## src/rtl/obj_bbox_pkg.sv

```systemverilog
// Shared types and constants for the object bounding-box tracker.
package obj_bbox_pkg;

  typedef enum logic [1:0] {IDLE, ACTIVE, RESULT} state_t;

  // Accumulator coordinate width; must cover the largest CW in use.
  localparam int unsigned BBOX_CW = 16;

  localparam logic [23:0] OVERLAY_RGB = 24'hFF0000;

  typedef struct packed {
    logic [BBOX_CW-1:0] x0;
    logic [BBOX_CW-1:0] y0;
    logic [BBOX_CW-1:0] x1;
    logic [BBOX_CW-1:0] y1;
  } bbox_t;

endpackage

```

## src/rtl/hv_counter.sv

```systemverilog
// Pixel coordinate generator: saturating hcnt/vcnt driven by de, plus vsync rising-edge detect.
module hv_counter #(
  parameter int unsigned IMG_W = 200,
  parameter int unsigned IMG_H = 164,
  parameter int unsigned CW    = 12
) (
  input  logic          clk,
  input  logic          rst,
  input  logic          en,
  input  logic          de,
  input  logic          vsync,
  output logic [CW-1:0] hcnt,
  output logic [CW-1:0] vcnt,
  output logic          vs_rise_c,
  output logic          pix_ok_c,
  output logic          last_c
);

  localparam logic [CW-1:0] H_MAX = CW'(IMG_W - 1);
  localparam logic [CW-1:0] V_MAX = CW'(IMG_H - 1);

  logic de_d;
  logic vs_d;
  logic h_full;
  logic v_full;
  logic run_c;

  assign vs_rise_c = vsync & ~vs_d;
  assign run_c     = en & ~vs_rise_c;
  assign pix_ok_c  = run_c & de & ~h_full & ~v_full;
  assign last_c    = pix_ok_c & (hcnt == H_MAX) & (vcnt == V_MAX);

  // h_full/v_full mark that the last legal column/line was consumed; later pixels are dropped.
  always_ff @(posedge clk) begin
    if (rst) begin
      de_d   <= 1'b0;
      vs_d   <= 1'b0;
      hcnt   <= '0;
      vcnt   <= '0;
      h_full <= 1'b0;
      v_full <= 1'b0;
    end else begin
      de_d <= de;
      vs_d <= vsync;
      if (!run_c) begin
        hcnt   <= '0;
        vcnt   <= '0;
        h_full <= 1'b0;
        v_full <= 1'b0;
      end else begin
        if (!de) begin
          hcnt   <= '0;
          h_full <= 1'b0;
        end else if (!h_full) begin
          if (hcnt == H_MAX) h_full <= 1'b1;
          else               hcnt   <= hcnt + CW'(1);
        end
        if (de_d && !de) begin
          if (vcnt == V_MAX) v_full <= 1'b1;
          else               vcnt   <= vcnt + CW'(1);
        end
      end
    end
  end

endmodule

```

## src/rtl/obj_bbox_track.sv

```systemverilog
// Tracks the bounding box, center and pixel count of foreground pixels per video frame.
// Optional red box/center overlay on the video output when BBOX_OVERLAY_EN is defined.
module obj_bbox_track
  import obj_bbox_pkg::*;
#(
  parameter int unsigned IMG_W   = 200,
  parameter int unsigned IMG_H   = 164,
  parameter int unsigned DW      = 24,
  parameter int unsigned CW      = 12,
  parameter int unsigned FG_POL  = 0,
  parameter int unsigned MIN_PIX = 500
) (
  input  logic            clk,
  input  logic            rst,
  input  logic [DW-1:0]   i_binary,
  input  logic            i_hsync,
  input  logic            i_vsync,
  input  logic            i_de,
  output logic [DW-1:0]   o_binary,
  output logic            o_hsync,
  output logic            o_vsync,
  output logic            o_de,
  output logic [CW-1:0]   o_x0,
  output logic [CW-1:0]   o_y0,
  output logic [CW-1:0]   o_x1,
  output logic [CW-1:0]   o_y1,
  output logic [CW-1:0]   o_cx,
  output logic [CW-1:0]   o_cy,
  output logic [2*CW-1:0] o_pix_cnt,
  output logic [2*CW-1:0] o_box_area,
  output logic            o_valid,
  output logic            o_found
);

  localparam bbox_t ACC_CLR = '{x0: {BBOX_CW{1'b1}}, y0: {BBOX_CW{1'b1}},
                                x1: {BBOX_CW{1'b0}}, y1: {BBOX_CW{1'b0}}};

  state_t            state;
  bbox_t             acc;
  logic [2*CW-1:0]   cnt;
  logic [CW-1:0]     hcnt;
  logic [CW-1:0]     vcnt;
  logic              vs_rise_c;
  logic              pix_ok_c;
  logic              last_c;
  logic              fg_c;
  logic [DW-1:0]     pix_out_c;
  logic [BBOX_CW-1:0] hx_c;
  logic [BBOX_CW-1:0] vy_c;

  hv_counter #(.IMG_W(IMG_W), .IMG_H(IMG_H), .CW(CW)) u_hv (
    .clk       (clk),
    .rst       (rst),
    .en        (state == ACTIVE),
    .de        (i_de),
    .vsync     (i_vsync),
    .hcnt      (hcnt),
    .vcnt      (vcnt),
    .vs_rise_c (vs_rise_c),
    .pix_ok_c  (pix_ok_c),
    .last_c    (last_c)
  );

  assign fg_c = (FG_POL != 0) ? (&i_binary) : ~(|i_binary);
  assign hx_c = BBOX_CW'(hcnt);
  assign vy_c = BBOX_CW'(vcnt);

  // Result arithmetic from the accumulated box.
  logic [CW-1:0]     bx0_c, by0_c, bx1_c, by1_c;
  logic [CW:0]       sum_x_c, sum_y_c, w_c, h_c;
  logic [2*CW+1:0]   area_full_c;
  logic              found_c;

  always_comb begin
    bx0_c       = CW'(acc.x0);
    by0_c       = CW'(acc.y0);
    bx1_c       = CW'(acc.x1);
    by1_c       = CW'(acc.y1);
    sum_x_c     = {1'b0, bx0_c} + {1'b0, bx1_c};
    sum_y_c     = {1'b0, by0_c} + {1'b0, by1_c};
    w_c         = {1'b0, bx1_c} - {1'b0, bx0_c} + (CW+1)'(1);
    h_c         = {1'b0, by1_c} - {1'b0, by0_c} + (CW+1)'(1);
    area_full_c = (2*CW+2)'(w_c) * (2*CW+2)'(h_c);
    found_c     = (cnt >= (2*CW)'(MIN_PIX));
  end

`ifdef BBOX_OVERLAY_EN
  localparam logic [DW+23:0] RED_EXT = {OVERLAY_RGB, {DW{1'b0}}};
  localparam logic [DW-1:0]  RED     = RED_EXT[DW+23 -: DW];

  logic in_x_c, in_y_c, hit_c;

  // Overlay uses the previously registered result against the current pixel position.
  always_comb begin
    in_x_c    = (hcnt >= o_x0) && (hcnt <= o_x1);
    in_y_c    = (vcnt >= o_y0) && (vcnt <= o_y1);
    hit_c     = pix_ok_c && o_found &&
                ((in_x_c && ((vcnt == o_y0) || (vcnt == o_y1))) ||
                 (in_y_c && ((hcnt == o_x0) || (hcnt == o_x1))) ||
                 ((hcnt == o_cx) && (vcnt == o_cy)));
    pix_out_c = hit_c ? RED : i_binary;
  end
`else
  assign pix_out_c = i_binary;
`endif

  always_ff @(posedge clk) begin
    if (rst) begin
      state      <= IDLE;
      acc        <= ACC_CLR;
      cnt        <= '0;
      o_binary   <= '0;
      o_hsync    <= 1'b0;
      o_vsync    <= 1'b0;
      o_de       <= 1'b0;
      o_x0       <= '0;
      o_y0       <= '0;
      o_x1       <= '0;
      o_y1       <= '0;
      o_cx       <= '0;
      o_cy       <= '0;
      o_pix_cnt  <= '0;
      o_box_area <= '0;
      o_valid    <= 1'b0;
      o_found    <= 1'b0;
    end else begin
      o_binary <= pix_out_c;
      o_hsync  <= i_hsync;
      o_vsync  <= i_vsync;
      o_de     <= i_de;
      o_valid  <= 1'b0;
      case (state)
        IDLE: begin
          if (vs_rise_c) begin
            acc   <= ACC_CLR;
            cnt   <= '0;
            state <= ACTIVE;
          end
        end
        ACTIVE: begin
          if (vs_rise_c) begin
            acc <= ACC_CLR;
            cnt <= '0;
          end else begin
            if (pix_ok_c && fg_c) begin
              if (cnt != {2*CW{1'b1}}) cnt <= cnt + (2*CW)'(1);
              if (hx_c < acc.x0) acc.x0 <= hx_c;
              if (hx_c > acc.x1) acc.x1 <= hx_c;
              if (vy_c < acc.y0) acc.y0 <= vy_c;
              if (vy_c > acc.y1) acc.y1 <= vy_c;
            end
            if (last_c) state <= RESULT;
          end
        end
        RESULT: begin
          o_valid    <= 1'b1;
          o_found    <= found_c;
          o_pix_cnt  <= cnt;
          o_x0       <= found_c ? bx0_c : '0;
          o_y0       <= found_c ? by0_c : '0;
          o_x1       <= found_c ? bx1_c : '0;
          o_y1       <= found_c ? by1_c : '0;
          o_cx       <= found_c ? sum_x_c[CW:1] : '0;
          o_cy       <= found_c ? sum_y_c[CW:1] : '0;
          o_box_area <= found_c ? area_full_c[2*CW-1:0] : '0;
          state      <= IDLE;
        end
        default: state <= IDLE;
      endcase
    end
  end

endmodule

```

## config.mk

```make
export PLATFORM = sky130hd
export DESIGN_NAME = obj_bbox_track
export DESIGN_NICKNAME = d
export VERILOG_FILES = /design/src/rtl/obj_bbox_pkg.sv /design/src/rtl/hv_counter.sv /design/src/rtl/obj_bbox_track.sv
export SDC_FILE = /design/constraint.sdc
export NUM_CORES = 1
export LEC_CHECK = 0
export CAP_MARGIN = 20
export CORE_UTILIZATION = 50
export CTS_CLUSTER_DIAMETER = 80
export DETAILED_ROUTE_END_ITERATION = 16
export GPL_TIMING_DRIVEN = 1
export PLACE_DENSITY = 0.78
export SETUP_SLACK_MARGIN = 0.15
export SKIP_LAST_GASP = 1
export SYNTH_ARGS = -nofsm -noshare
export SYNTH_HDL_FRONTEND = slang
export SYNTH_SLANG_ARGS = --single-unit
```

## constraint.sdc

```tcl
create_clock -name clk -period 23.1 [get_ports clk]
set_clock_uncertainty 0.2 [all_clocks]
set_input_delay 4.62 -clock clk [delete_from_list [all_inputs] [get_ports clk]]
set_output_delay 4.62 -clock clk [all_outputs]
set_load 0.01 [all_outputs]
```

==> metrics.yaml <==
hold_path:
  min-delay-path-class: "reg2reg"
  min_from: "acc[62]"
  min_to: "acc[62]"
  min_path_cells: 2
setup_path:
  critPathLaunchType: "flip-flop"
  required_ns: 23.36
  ff2ff_setup_slack_ns: 14.15
  r2r-start: "acc[1]"
  cp_common_cell: "inv_1"
  crit_path_top_delay_cell: "xor2_1"
  worst_ep_arrival_time_ns: 9.21
  critPathKind: "reg2reg"
  r2r-end: "o_box_area[23]"
  critical_path.endpoint_type: "flip-flop"
  cpPeakStageDelay_ns: 0.69
  cp_max_fo: 10
  rr_worst_depth: 33
timing:
  rsz0062_at_grt: "no"
  final.setup.tns_ns: 0
  worst_slew_pin_slew_ns: 1.12
  min_period_ns: 8.95
  setup_slack_ns: 14.15
  fin_crit_sh_pct: 38.7
  relSlewSlack_pct: 25.4
  setup_viol: 0
  clock.fmax_mhz: 112
  slew_violations: 0
  finalHoldViolCount: 0
  hold_ws_ns: 0.241
logic_synthesis:
  ys_ff_latch: 251
  synth_simple_gate_area_share_pct: 18.4
  synthAdderAreaFrac_pct: 26.8
  synth_top_area_cell: "dfxtp_1"
  synth_top_area_share_pct: 28.3
  synthFlopType: "dfxtp_1"
  synth-xor-area-share_pct: 5.71
  synth_top_family_by_area: "adder cells"
  syn_nets: 2389
  ys_warn_count: 0
  netlist_top_cells_area: "dfxtp_1 28%, fa_1 14%, ha_1 13%"
  syn_area_mm2: 0.0177
  syn_inst: 2054
  synthArstFlopShare_pct: 0
  synthDistinctLibCells: 64
  muxShareOfSynthArea_pct: 1.47
  synth_compound_area_share_pct: 12.1
  ys_seq_area_share_pct: 28.3
  synth-edff-count: 0
  avgSynthCellArea_um2: 8.63
floorplan:
  pin_count: 178
  die_h_um: 190
  core_mm2: 0.0347
  start_util_pct: 51.1
  die_area_mm2: 0.0362
  die_x_um: 190
  row_count: 68
global_route:
  grt_pass1_wl_um: 74300
  grt_max_degree: 98
  overflow: 0
  grt_usage_pct: 25.5
  antenna_found_initial: 0
  grt_pass1_vias: 14700
drt:
  routed_wirelength_um: 46300
  via_count: 14700
  drtIter0Drc: 909
  antenna_left: 0
  dr.pass1.iters: 7
  avgViaCountPerCell: 5.50
  drc: 0
  wl_per_cell_um: 17.4
placement:
  pre_cts_ws_ns: 14.22
  dp_cells: 2618
  port_buffers: 177
  hpwl_um: 35600
  gp_congestion: 0.942
clock_network:
  ctsHoldBuffers: 0
  post-cts-setup-buffer-count: 0
  numCtsBuffers: 28
  cts_resized: 0
  clockBufferDepth: 3
  clk_latency_ns: 0.59
  h-tree-depth: 1
  root_buffer: "clkbuf_16"
  clkSinkCount: 251
  cts_tree: "built"
  path_clk_slew_ns: 0.07
power_and_ir_drop:
  ir_drop_mv: 0.0609
  leakage_nw: 9.06
  power.density_mw_per_mm2: 44.7
final_layout:
  fill_cells: 2988
  nets: 2530
  final_util_pct: 60.0
  syn_to_final_growth_pct: 17.5
  final_cell_mix: "251 x dfxtp_1, 248 x inv_1, 234 x nor2_1"
  final_common_cell: "dfxtp_1"
  drive_above_1_share_pct: 3.61
  num_antenna_cells: 0
  fin_cells: 2671
job:
  maxCapViolCount: 0
outcome:
  status: "completed"
==> critical path: cells and delay by family, from the launching register on <==
family          cells  cell delay (ns)
fa+ha+maj           9             3.67
xor+xnor            3             1.28
simple gates        4             0.40
compound gates     10             2.27
buf+inv             7             0.57
flops               1             0.44
==> report_power, final <==
part           switching, mW  internal, mW
registers            0.00231         0.437
clock network          0.194         0.247
logic                 0.0307        0.0203
total                  0.227         0.704
==> worst max path at each step <==
stage | end | depth (start not counted) | start
floorplan | o_box_area[23] | 33 | acc[1]
global placement | o_box_area[23] | 33 | acc[1]
detailed placement | o_box_area[23] | 33 | acc[1]
CTS | o_box_area[23] | 33 | acc[1]
global route | o_box_area[23] | 33 | acc[1]
finish | o_box_area[23] | 33 | acc[1]
==> area by class of cell <==
cell class,count,area [um2],area share (%)
multi-input combinational,1469,11500,55.0
timing repair buffer,197,1930,9.28
inverter,248,931,4.47
clock inverter,14,143,0.685
tap,455,569,2.73
sequential,251,5020,24.1
clock buffer,37,764,3.67
==> registers in the layout, summed over array words and instances, names as in the netlist, 2 cells and up <==
name,count
acc,50
cnt,24
o_binary,24
o_box_area,24
o_pix_cnt,24
o_cx,12
o_cy,12
o_x0,12
o_x1,12
o_y0,12
o_y1,12
u_hv.hcnt,12
u_hv.vcnt,12
state,2
==> cells in the mapped netlist (24+ instances only) <==
master	instances
and2_1	31
o21bai_1	24
ha_1	182
fa_1	124
a22oi_1	81
xor2_1	56
nand2b_1	36
nor3_1	42
nand2_1	207
dfxtp_1	251
nor2b_1	49
a21oi_1	77
mux2i_1	26
o21ai_0	25
clkbuf_1	81
xnor2_1	57
inv_1	248
nand3_1	29
nor2_1	235
==> through the flow <==
stage               cell area (um2)  power, mW
floorplan                     17700      0.478
global placement              19900      0.498
detailed placement            19900      0.499
CTS                           20800      0.939
global route                  20800      0.962
finish                        20800      0.930
==> per-layer routing <==
metal	part of all wire [%]	global-route usage, %
met4	3.4	8.98
met2	47	42.8
met5	0	0
met3	8.0	6.79
met1	42	31.5
==> logic make-up (layout without fill, tap and decap cells) <==
group                    after synthesis  in the layout
XOR/XNOR                             114            114
buffers and inverters                334            496
adder cells (fa/ha/maj)              306            306
AO/OA/AOI/OAI                        318            318
AND/OR/NAND/NOR                      705            705
multiplexers                          26             26
flip-flops                           251            251
Note: power is estimated with default switching activity, not from simulation.
